## config.mk

```make
export PLATFORM = sky130hd
export DESIGN_NAME = icache_flat
export DESIGN_NICKNAME = d
export VERILOG_FILES = /design/src/rtl/icache_if.sv /design/src/rtl/icache.sv /design/src/flat_wrapper.sv
export SDC_FILE = /design/constraint.sdc
export NUM_CORES = 1
export LEC_CHECK = 0
export BUFFER_PORTS_ARGS = -buffer_cell sky130_fd_sc_hd__buf_2
export CELL_PAD_IN_SITES_DETAIL_PLACEMENT = 1
export CELL_PAD_IN_SITES_GLOBAL_PLACEMENT = 1
export CORE_ASPECT_RATIO = 0.75
export CORE_UTILIZATION = 40
export DETAILED_ROUTE_END_ITERATION = 12
export GPL_TIMING_DRIVEN = 0
export PLACE_DENSITY_LB_ADDON = 0.1
export SKIP_LAST_GASP = 1
export SYNTH_ARGS = -nofsm -noshare
export SYNTH_HDL_FRONTEND = slang
export SYNTH_SLANG_ARGS = --single-unit
```

## constraint.sdc

```tcl
create_clock -name CLK -period 7.01 [get_ports CLK]
set_clock_uncertainty 0.1 [all_clocks]
set_input_delay 1.402 -clock CLK [delete_from_list [all_inputs] [get_ports CLK]]
set_output_delay 1.402 -clock CLK [all_outputs]
set_load 0.005 [all_outputs]
```

## src/rtl/icache_if.sv

```systemverilog
// Fetch-side and memory-side signals of the instruction cache.
// slave = cache view, master = datapath/memory-controller view.
interface icache_if;
    logic        imemREN;
    logic [31:0] imemaddr;
    logic        ihit;
    logic [31:0] imemload;
    logic        iREN;
    logic [31:0] iaddr;
    logic        iwait;
    logic [31:0] iload;

    modport slave (
        input  imemREN, imemaddr, iwait, iload,
        output ihit, imemload, iREN, iaddr
    );

    modport master (
        output imemREN, imemaddr, iwait, iload,
        input  ihit, imemload, iREN, iaddr
    );
endinterface

```

## src/rtl/icache.sv

```systemverilog
// Direct-mapped read-only instruction cache of one-word lines, with saturating hit/miss counters.
// Hit: 0 cycles (combinational). Miss: 2 cycles plus one per memory wait cycle.
// Backpressure: the fetch side stalls (ihit=0) while FETCH waits on iwait from memory.
module icache #(
    parameter int SETS = 16
) (
    input  logic        CLK,
    input  logic        nRST,
    icache_if.slave     bus,
    output logic [31:0] hit_cnt,
    output logic [31:0] miss_cnt
);
    localparam int IDX = $clog2(SETS);
    localparam int TW  = 30 - IDX;

    typedef enum logic {IDLE, FETCH} state_t;

    state_t            state, next_state;
    logic [SETS-1:0]   valid;
    logic [TW-1:0]     tagq  [SETS];
    logic [31:0]       dataq [SETS];
    logic [31:0]       missaddr;

    logic [IDX-1:0]    index;
    logic [TW-1:0]     tag;
    logic [IDX-1:0]    fill_index;
    logic [TW-1:0]     fill_tag;
    logic              hit;
    logic              miss;
    logic              fill;
    logic              unused_addr_bits;

    assign index      = bus.imemaddr[IDX+1:2];
    assign tag        = bus.imemaddr[31:IDX+2];
    assign fill_index = missaddr[IDX+1:2];
    assign fill_tag   = missaddr[31:IDX+2];
    assign unused_addr_bits = ^{bus.imemaddr[1:0], missaddr[1:0]};

    assign hit  = bus.imemREN && valid[index] && (tagq[index] == tag) && (state == IDLE);
    assign miss = bus.imemREN && !hit && (state == IDLE);
    assign fill = (state == FETCH) && !bus.iwait;

    assign bus.ihit     = hit;
    assign bus.imemload = hit ? dataq[index] : 32'd0;
    // Memory-side request comes straight from registered state, never from the fetch address.
    assign bus.iREN     = (state == FETCH);
    assign bus.iaddr    = (state == FETCH) ? missaddr : 32'd0;

    always_ff @(posedge CLK or negedge nRST) begin
        if (!nRST) begin
            state <= IDLE;
        end else begin
            state <= next_state;
        end
    end

    always_comb begin
        next_state = state;
        case (state)
            IDLE:    if (miss)          next_state = FETCH;
            FETCH:   if (!bus.iwait)    next_state = IDLE;
            default:                    next_state = IDLE;
        endcase
    end

    always_ff @(posedge CLK or negedge nRST) begin
        if (!nRST) begin
            valid    <= '0;
            missaddr <= 32'd0;
        end else begin
            if (miss) begin
                missaddr <= {bus.imemaddr[31:2], 2'b00};
            end
            if (fill) begin
                valid[fill_index] <= 1'b1;
            end
        end
    end

    // Tag and data arrays carry no reset; valid bits alone gate their use.
    always_ff @(posedge CLK) begin
        if (fill) begin
            tagq[fill_index]  <= fill_tag;
            dataq[fill_index] <= bus.iload;
        end
    end

    always_ff @(posedge CLK or negedge nRST) begin
        if (!nRST) begin
            hit_cnt  <= 32'd0;
            miss_cnt <= 32'd0;
        end else begin
            if (hit && (hit_cnt != 32'hFFFF_FFFF)) begin
                hit_cnt <= hit_cnt + 32'd1;
            end
            if (miss && (miss_cnt != 32'hFFFF_FFFF)) begin
                miss_cnt <= miss_cnt + 32'd1;
            end
        end
    end
endmodule

```

## src/flat_wrapper.sv

```systemverilog
// flat-port wrapper written by rule: the top's interface ports become plain ports
module icache_flat 
#(
    parameter int SETS = 16
)
  (CLK, nRST, hit_cnt, miss_cnt, bus_imemREN, bus_imemaddr, bus_iwait, bus_iload, bus_ihit, bus_imemload, bus_iREN, bus_iaddr);
  icache_if bus_i ();
  input  logic CLK;
  input  logic nRST;
  output logic [31:0] hit_cnt;
  output logic [31:0] miss_cnt;
  input wire logic [$bits(bus_i.imemREN)-1:0] bus_imemREN;
  input wire logic [$bits(bus_i.imemaddr)-1:0] bus_imemaddr;
  input wire logic [$bits(bus_i.iwait)-1:0] bus_iwait;
  input wire logic [$bits(bus_i.iload)-1:0] bus_iload;
  output wire logic [$bits(bus_i.ihit)-1:0] bus_ihit;
  output wire logic [$bits(bus_i.imemload)-1:0] bus_imemload;
  output wire logic [$bits(bus_i.iREN)-1:0] bus_iREN;
  output wire logic [$bits(bus_i.iaddr)-1:0] bus_iaddr;
  assign bus_i.imemREN = bus_imemREN;
  assign bus_i.imemaddr = bus_imemaddr;
  assign bus_i.iwait = bus_iwait;
  assign bus_i.iload = bus_iload;
  assign bus_ihit = bus_i.ihit;
  assign bus_imemload = bus_i.imemload;
  assign bus_iREN = bus_i.iREN;
  assign bus_iaddr = bus_i.iaddr;
  icache #(.SETS(SETS)) u_core (.CLK(CLK), .nRST(nRST), .bus(bus_i), .hit_cnt(hit_cnt), .miss_cnt(miss_cnt));
endmodule
```

==> summary.txt, run 1 <==
Detailed routing
  – Via count: 21100
  – DR WL/cell: 30.7 µm
  – First-iteration detailed-routing DRC count: 2070
  – DR vias/cell: 5.64
  – DR pass1 iterations: 5
  – Final ANT Viol Nets: 0
  – Total Routed Length: 115 mm
  – Drt drc: 0

Synthesis
  – Cells after synthesis: 1930
  – Yosys warning count: 0
  – Post-synthesis simple-gate area fraction: 4.38%
  – Ys flop type: edfxtp_1
  – Post-synthesis mux area share: 16.7%
  – Synth Area in XOR/XNOR: 2.00%
  – Synth Register Bits: 1039
  – Syn_area_per_cell: 21.2 µm²
  – Adder-Cell Fraction of Synth Area: 0.0613%
  – Unique masters post-synth: 54
  – Largest family of logic cells by synthesized area: multiplexers
  – Mapped Area: 40800 µm²
  – Synth Area in Compound Gates: 0.533%
  – EDFF count, synth: 928
  – FFs w/ async S/R, synth: 10.7%
  – Register area share after synthesis: 75.1%

Layout
  – Post-layout util: 47.8%
  – FILL cells: 9163
  – Final instance area: 48300 µm²
  – Ratio of cells with drive above 1 in the final layout: 34.5%
  – Fin nets: 2375
  – Area delta synth->final: 18.4%

Setup path
  – Worst reg2reg path endpoint: u_core.missaddr[25]
  – Reg2Reg Depth: 9
  – Crit path DAT: 5320 ps
  – Crit path required time: 5510 ps
  – Crit path max fanout: 10
  – Crit path launch type: primary input
  – FF-to-FF Start: u_core.tagq[4][7]
  – Reg2Reg Setup Slack: 2700 ps
  – Crit Path Category: in -> out
  – Crit path to: bus_imemload[24]
  – Worst setup EP type: output pin
  – Crit. Startpoint: bus_imemaddr[3]

Die
  – Initial Util: 40.3%
  – I/O Pins: 198
  – Die ar.: 103000 µm²
  – Chip width: 371 µm
  – Die height: 279 µm
  – Row count: 101
  – Placeable Area: 101000 µm²

Global route
  – Grt ovf: 0
  – Number of global-route vias before repair: 22200
  – Met2 Use GR: 34.4%
  – Initial antenna violation count: 6
  – Total GRT Usage: 22.5%
  – Largest net degree at the start of global routing: 70
  – Most Crowded Layer GR: met2
  – Met1 Track Usage GR: 34.1%
  – GR Layer Usage met3: 3.44%
  – First-pass GRT wire length: 164 mm

Clocking
  – Num CTS Buffers: 105
  – Sink Count: 1039
  – Clk_lat worst skew: 680 ps
  – Clock transition at path regs: 60 ps
  – H-tree Lvls: 3
  – CTS max path bufs: 3
  – CTS root buffer: clkbuf_16
  – Cts hold-fix bufs: 0
  – CTS tree: built

Timing
  – Final Slew Violations: 0
  – Post-layout worst setup margin: 189 ps
  – Hold Vio Cnt, Final: 0
  – Unrepaired setup endpoints after global routing: no
  – Setup Viol. Count Final: 0
  – Post-route minimum period: 6820 ps
  – Transition time of the tightest slew-check pin: 1320 ps
  – Crit share post-route: 97.3%
  – F_max: 0.147 GHz
  – Slew headroom: 12.2%

Run status
  – Outcome: completed

Placed design
  – Post-DP HPWL: 75.2 mm
  – Port bufs: 190
  – Pre-CTS WS: -1290 ps
  – DP Area: 44800 µm²
  – Gp weighted congestion: 0.782

Pwr
  – Pleak: 16.6 nW
  – Final Total Pwr: 14.0 mW
  – Pwr dens: 290 nW/µm²
  – VDD IR max: 189 µV

Worst hold path
  – Worst hold-check path type: reg -> reg

Flow run
  – Max cap viols: 0
## worst max-delay path, stage by stage
cell and delay, ps:
buf_2 210, buf_4 330, clkbuf_2 410, clkbuf_2 540, clkbuf_1 640, clkbuf_2 550, mux4_2 400, mux4_2 480
nor2b_1 180, buf_2 160
## synth_stat cells, types with 12 or more instances
| library cell | count | share of area (%) |
|---|---|---|
| dfrtp_1 | 111 | 6.8 |
| mux2_2 | 28 | 0.77 |
| nand4_1 | 23 | 0.35 |
| and2_1 | 34 | 0.52 |
| mux4_2 | 269 | 15 |
| and3_1 | 28 | 0.43 |
| or2_2 | 18 | 0.28 |
| xor2_1 | 44 | 0.94 |
| mux2i_1 | 38 | 0.93 |
| xnor2_1 | 49 | 1.1 |
| clkbuf_1 | 43 | 0.40 |
| nor3_1 | 31 | 0.38 |
| buf_4 | 12 | 0.22 |
| buf_2 | 35 | 0.43 |
| nor2_1 | 31 | 0.29 |
| nand2_1 | 50 | 0.46 |
| nand3_1 | 29 | 0.36 |
| edfxtp_1 | 928 | 68 |
| nor2b_1 | 40 | 0.61 |
## cell usage in the layout, fill, tap and decap left out, drive strengths merged, types with 13 or more instances in the layout
master    n
mux4    269
nor2b    40
dfrtp   111
mux2i    38
or2      18
nor2     31
xor2     44
and2     34
edfxtp  928
bufinv   13
buf     318
clkinv   49
nand3    29
nor3     31
nand2    50
nand4    24
mux2     35
clkbuf  173
and3     28
xnor2    49
## sequential cells by signal, summed over array words and instances (netlist names)
register	flops
u_core.missaddr	30
u_core.tagq	416
u_core.bus.iREN	1
u_core.hit_cnt	32
u_core.valid	16
u_core.miss_cnt	32
u_core.dataq	512
## final cells by class
type	count	area [µm²]	share of cell area [%]
well taps	1339	1680	3.47
flip-flops and latches	1039	30600	63.4
repair buffers	267	2230	4.60
clock buffers	129	2760	5.71
diodes	7	17.5	0.0362
inverters	8	31.3	0.0647
clock inverters	64	617	1.28
plain buffers	96	541	1.12
multi-input cells	788	9830	20.3
## per-stage QoR
step / hold slack [ps] / instances / TNS [ps]
after floorplan: 334 / 1931 / 0
after detailed placement: 355 / 3534 / -35530
after CTS: 370 / 3730 / 0
after global placement: 346 / 3460 / -2881770
after global routing: 374 / 3732 / 0
final: 368 / 3737 / 0
## worst min-delay path by stage
stage / depth (start not counted) / startpoint / endpoint
after floorplan: 1 / u_core.valid[10] / u_core.valid[10]
after global placement: 1 / u_core.valid[14] / u_core.valid[14]
after detailed placement: 1 / u_core.valid[11] / u_core.valid[11]
after CTS: 1 / u_core.valid[11] / u_core.valid[11]
after global routing: 1 / u_core.valid[15] / u_core.valid[15]
final: 1 / u_core.valid[4] / u_core.valid[4]
## power breakdown
part | switching [mW] | internal (mW) | leakage, nW | total, mW
Clock | 2.36 | 3.26 | 1.65 | 5.61
Combinational | 0.599 | 0.458 | 5.14 | 1.06
Sequential | 0.238 | 7.12 | 9.78 | 7.36
## cells by family after synthesis
| logic type | after synthesis |
|---|---|
| buffers and inverters | 104 |
| adder cells (fa/ha/maj) | 2 |
| XOR/XNOR | 93 |
| other | 1 |
| AO/OA/AOI/OAI | 31 |
| multiplexers | 342 |
| flip-flops | 1039 |
| AND/OR/NAND/NOR | 318 |
## layer usage
| metal | vias up | share of wire, % |
|---|---|---|
| li1 | 8665 | - |
| met1 | 11600 | 46 |
| met2 | 622 | 46 |
| met3 | 150 | 5.5 |
| met4 | 0 | 1.7 |
| met5 | - | 0 |
## repair_timing
item	CTS	global route
setup buffers	3	0
resized for setup	41	4
pin swaps	1	0
setup endpoints to repair	33	20
(Power assumes the default switching activity.)
==> inputs of run 2 (changes only) <==
CELL_PAD_IN_SITES_GLOBAL_PLACEMENT = 2   (was 1)
==> summary.txt, run 2 (synthesis gave the netlist of run 1 again) <==
Detailed routing
  – Via count: 20800
  – Total Routed Length: 113 mm
  – Drt drc: 0
  – First-iteration detailed-routing DRC count: 1827
  – DR pass1 iterations: 7
  – DR WL/cell: 30.2 µm
  – Final ANT Viol Nets: 0
  – DR vias/cell: 5.56

Placed design
  – Port bufs: 190
  – Post-DP HPWL: 74.1 mm
  – Gp weighted congestion: 0.766
  – Pre-CTS WS: -1350 ps
  – DP Area: 44800 µm²

Clocking
  – Clk_lat worst skew: 700 ps
  – H-tree Lvls: 3
  – CTS max path bufs: 3
  – Clock transition at path regs: 70 ps
  – Sink Count: 1039
  – Num CTS Buffers: 105
  – CTS root buffer: clkbuf_16
  – CTS tree: built

Pwr
  – Logic gate share of total power: 7.3%
  – Clock power share: 41.0%
  – VDD IR max: 198 µV
  – Cell-internal power: 11.1 mW
  – Pwr dens: 294 nW/µm²
  – Pleak: 16.7 nW
  – Sw frac: 22.4%
  – Net Switching: 3.20 mW
  – Reg power frac: 51.6%

Die
  – Row count: 101
  – Chip width: 371 µm
  – I/O Pins: 198
  – Placeable Area: 101000 µm²
  – Die height: 279 µm
  – Die ar.: 103000 µm²
  – Initial Util: 40.3%

Layout
  – Fin nets: 2372
  – FILL cells: 9191
  – Largest regs: u_core.dataq: 512 flops, u_core.tagq: 416 flops
  – Footprint of the multi-input gates: 9810 µm²
  – Leading cell type in the layout, fill and taps excluded: edfxtp_1
  – Final instance area: 48500 µm²
  – Top reg by flops: u_core.dataq
  – Reg area: 30600 µm²
  – Commonest non-fill, non-tap cells in the layout: edfxtp_1, mux4_2, buf_2
  – Number of flip-flops in the largest register: 512
  – Area delta synth->final: 18.8%
  – Ratio of cells with drive above 1 in the final layout: 34.6%

Global route
  – Initial antenna violation count: 6
  – Total GRT Usage: 22.2%
  – Grt ovf: 0
  – First-pass GRT wire length: 161 mm
  – Largest net degree at the start of global routing: 57
  – Number of global-route vias before repair: 22100

Timing
  – F_max: 0.146 GHz
  – Final Slew Violations: 0
  – Hold Vio Cnt, Final: 0
  – Setup_tns: 0 ps
  – Unrepaired setup endpoints after global routing: yes
  – Transition time of the tightest slew-check pin: 1410 ps
  – Post-layout worst setup margin: 161 ps
  – Hold Slack: 368 ps
  – Setup Viol. Count Final: 0
  – Post-route minimum period: 6850 ps
  – Crit share post-route: 97.7%
  – Slew headroom: 6.01%

Setup path
  – Crit Path Category: in -> out
  – Crit path DAT: 5350 ps
  – Crit path launch type: primary input
  – Crit path max fanout: 10
  – Crit path required time: 5510 ps
  – Reg2Reg Setup Slack: 2750 ps
  – Worst reg2reg path endpoint: u_core.missaddr[25]
  – FF-to-FF Start: u_core.tagq[6][7]
  – Reg2Reg Depth: 9
  – Worst setup EP type: output pin

Run status
  – Outcome: completed

Worst hold path
  – Cells on Worst Hold Path: 1
  – Worst hold start: u_core.valid[9]
  – Worst hold-check path type: reg -> reg
  – Hold worst-path end: u_core.valid[9]

Flow run
  – Max cap viols: 0
-- run 2: power by group through the flow --
stage	clock network [mW]	logic (mW)	registers (mW)
after floorplan	0	0.574	7.40
after global placement	0	0.976	7.50
after detailed placement	0	1.06	7.49
after CTS	5.97	1.06	7.36
after global routing	6.18	1.12	7.40
final	5.85	1.05	7.36
-- run 2: worst max-delay path by stage --
stage	startpoint	end	slack, ps
6_report	bus_imemaddr[4]	bus_imemload[29]	160
5_1_grt	bus_imemaddr[2]	bus_imemload[11]	-2
4_1_cts	bus_imemaddr[3]	bus_imemload[11]	10
3_5_place_dp	bus_imemaddr[3]	bus_imemload[22]	-1350
3_3_place_gp	bus_iwait	u_core.valid[3]	-6410
2_1_floorplan	bus_iwait	u_core.valid[3]	730
-- run 2: metrics by stage --
stage | std cells | power [mW] | util (%)
2_1_floorplan | 1931 | 7.98 | -
3_3_place_gp | 3460 | 8.47 | 42.9
3_5_place_dp | 3534 | 8.55 | 44.3
4_1_cts | 3732 | 14.4 | 47.9
5_1_grt | 3733 | 14.7 | 47.9
6_report | 3736 | 14.3 | 47.9
-- run 2: cell type report --
type	instances	share of cell area, %
inverters	8	0.0645
clock inverters	62	1.55
diodes	4	0.0206
multi-input cells	788	20.2
well taps	1339	3.45
clock buffers	136	5.85
flip-flops and latches	1039	63.2
repair buffers	266	4.58
plain buffers	94	1.08
-- run 2: routing by layer --
layer	track usage, %	vias up	part of all wire, %
met3	3.64	138	5.1
met5	0	-	0.012
met2	33.3	594	46
li1	-	8666	-
met1	34.1	11400	47
met4	4.85	2	1.8
-- run 2: repair_timing --
item	CTS	global route
setup buffers	2	0
pin swaps	1	0
setup endpoints to repair	33	25
hold buffers	0	0
resized for setup	30	13
-- run 2: worst max-delay path: stages --
cell and delay (ps):
buf_2 150, buf_2 350, buf_2 470, mux4_2 400, a22o_1 270, a221oi_2 190, xor2_1 550, nand2_1 100
nor3_1 230, nand4_1 130, buf_4 240, clkbuf_2 310, nor2b_1 350, buf_2 170
==> inputs of run 3 (changes only) <==
CELL_PAD_IN_SITES_DETAIL_PLACEMENT = 0   (was 1)
CELL_PAD_IN_SITES_GLOBAL_PLACEMENT = 1   (was 2)
PLACE_DENSITY = 0.6   (was default)
PLACE_DENSITY_LB_ADDON = default   (was 0.1)
SETUP_SLACK_MARGIN = 0.5   (was default)
==> summary.txt, run 3 (synthesis gave the netlist of run 1 again) <==
Run status
  – Outcome: completed

Global route
  – First-pass GRT wire length: 154 mm
  – Largest net degree at the start of global routing: 70
  – Total GRT Usage: 21.2%
  – Number of global-route vias before repair: 21500
  – Initial antenna violation count: 9
  – Grt ovf: 0

Layout
  – Fin nets: 2378
  – Number of flip-flops in the largest register: 512
  – Leading cell type in the layout, fill and taps excluded: edfxtp_1
  – Commonest non-fill, non-tap cells in the layout: edfxtp_1, mux4_2, buf_2
  – Ratio of cells with drive above 1 in the final layout: 35.5%
  – Post-layout util: 47.8%
  – Top reg by flops: u_core.dataq
  – Area delta synth->final: 18.6%
  – Final cell count without fillers: 3737
  – Largest regs: u_core.dataq: 512 flops, u_core.tagq: 416 flops

Placed design
  – Pre-CTS WS: -1260 ps
  – Post-DP HPWL: 71.2 mm
  – Gp weighted congestion: 0.799
  – Dpl cells: 3537
  – Port bufs: 190

Pwr
  – Pleak: 16.6 nW
  – VDD IR max: 198 µV
  – Pwr dens: 283 nW/µm²

Clocking
  – CTS tree: built
  – Num CTS Buffers: 103
  – CTS max path bufs: 3
  – H-tree Lvls: 3
  – Clock transition at path regs: 60 ps
  – CTS root buffer: clkbuf_16
  – Cts hold-fix bufs: 0
  – Clk_lat worst skew: 660 ps
  – Sink Count: 1039

Setup path
  – Crit Path Category: in -> out
  – Reg2Reg Setup Slack: 2990 ps
  – FF-to-FF Start: u_core.tagq[12][15]
  – Crit path required time: 5510 ps
  – Worst reg2reg path endpoint: u_core.missaddr[25]
  – Worst setup EP type: output pin
  – Worst path max stage delay: 390 ps
  – Reg2Reg Depth: 10
  – Crit path DAT: 4760 ps
  – Crit path launch type: primary input
  – Crit path cell chain: buf_2 -> clkbuf_4 -> clkbuf_4 -> mux4_2 -> mux2i_1 -> mux2i_1 -> xnor2_2 -> nand4b_1 -> nor4_1 -> nand4_1 -> buf_4 -> buf_4 -> clkbuf_2 -> nor2b_1 -> buf_2
  – Crit path max fanout: 10
  – Delay-heaviest family, CP: buffers and inverters
  – Worst path bufs/invs: 7
  – CP max-delay cell: clkbuf_4

Timing
  – Crit share post-route: 89.3%
  – Slew headroom: 12.7%
  – Post-layout worst setup margin: 750 ps
  – Hold Vio Cnt, Final: 0
  – Post-route minimum period: 6260 ps
  – Transition time of the tightest slew-check pin: 1310 ps
  – Setup Viol. Count Final: 0
  – Final Slew Violations: 0
  – F_max: 0.160 GHz
  – Unrepaired setup endpoints after global routing: no

Flow run
  – Max cap viols: 0

Die
  – Chip width: 371 µm
  – Row count: 101
  – Placeable Area: 101000 µm²
  – Initial Util: 40.3%
  – I/O Pins: 198
  – Die height: 279 µm
  – Die ar.: 103000 µm²

Detailed routing
  – Drt drc: 0
  – Final ANT Viol Nets: 0
  – Total Routed Length: 108 mm
  – Via count: 21000
  – DR WL/cell: 28.9 µm
  – DR pass1 iterations: 7
  – DR vias/cell: 5.61
  – First-iteration detailed-routing DRC count: 2248

Worst hold path
  – Worst hold start: u_core.valid[2]
  – Worst hold-check path type: reg -> reg
  – Hold worst-path end: u_core.valid[2]
  – Cells on Worst Hold Path: 1
==> run 3: changes by cell type in the layout (fill, tap and decap cells not counted), moves of 3 or more <==
cell       change
buf_12         +3
nor2b_1        -4
clkbuf_1       -4
buf_2         -12
nor2b_2        +4
xnor2_1        -3
buf_6         +11
clkbuf_4       +8
bufinv_16     -12
clkinv_1       -5
clkinv_2       +7
==> run 3: per-stage QoR <==
step | power (mW) | area (µm²) | hold slack [ps] | setup TNS [ps]
floorplan | 7.98 | 40800 | 334 | 0
global placement | 8.46 | 43500 | 346 | -2742470
detailed placement | 8.53 | 44900 | 351 | -33500
CTS | 13.8 | 48300 | 366 | 0
global route | 14.1 | 48400 | 378 | 0
finish | 13.7 | 48400 | 362 | 0
==> run 3: per-layer routing <==
metal	vias to the layer above	GRT usage [%]	routed length, µm
met3	126	3.64	7510
li1	8670	-	-
met4	2	4.55	1850
met2	753	31.6	49600
met5	-	0	13
met1	11400	32.6	49200
==> run 3: cell type report <==
cell class                      instances  area, µm²
Sequential cell                      1039      30600
Multi-Input combinational cell        788       9890
Clock buffer                          134       2810
Clock inverter                         55        418
Timing Repair Buffer                  272       2280
Buffer                                 96        658
Tap cell                             1339       1680
Inverter                                8       31.3
Antenna cell                            6       15.0
Fill cell                            8315      52800
==> run 3: worst max path at each step <==
| stage | start | to | slack [ps] | depth (start not counted) |
|---|---|---|---|---|
| floorplan | bus_iwait | u_core.valid[3] | 730 | 4 |
| global placement | bus_iwait | u_core.valid[1] | -6210 | 5 |
| detailed placement | bus_imemaddr[3] | bus_imemload[21] | -1260 | 12 |
| CTS | bus_imemaddr[2] | bus_imemload[21] | 500 | 11 |
| global route | bus_imemaddr[5] | bus_imemload[4] | 500 | 15 |
| finish | bus_imemaddr[5] | bus_imemload[4] | 750 | 15 |
==> run 3: timing repair <==
item,4_1_cts,5_1_grt
buffers inserted,3,2
setup endpoints to repair,33,33
pin swaps,1,2
gates cloned,0,0
gates resized for setup,62,36
==> run 3: power by group <==
part	total, mW	switching [mW]	internal [mW]
combinational	1.06	0.585	0.471
sequential	7.36	0.235	7.12
clock	5.30	2.30	3.00
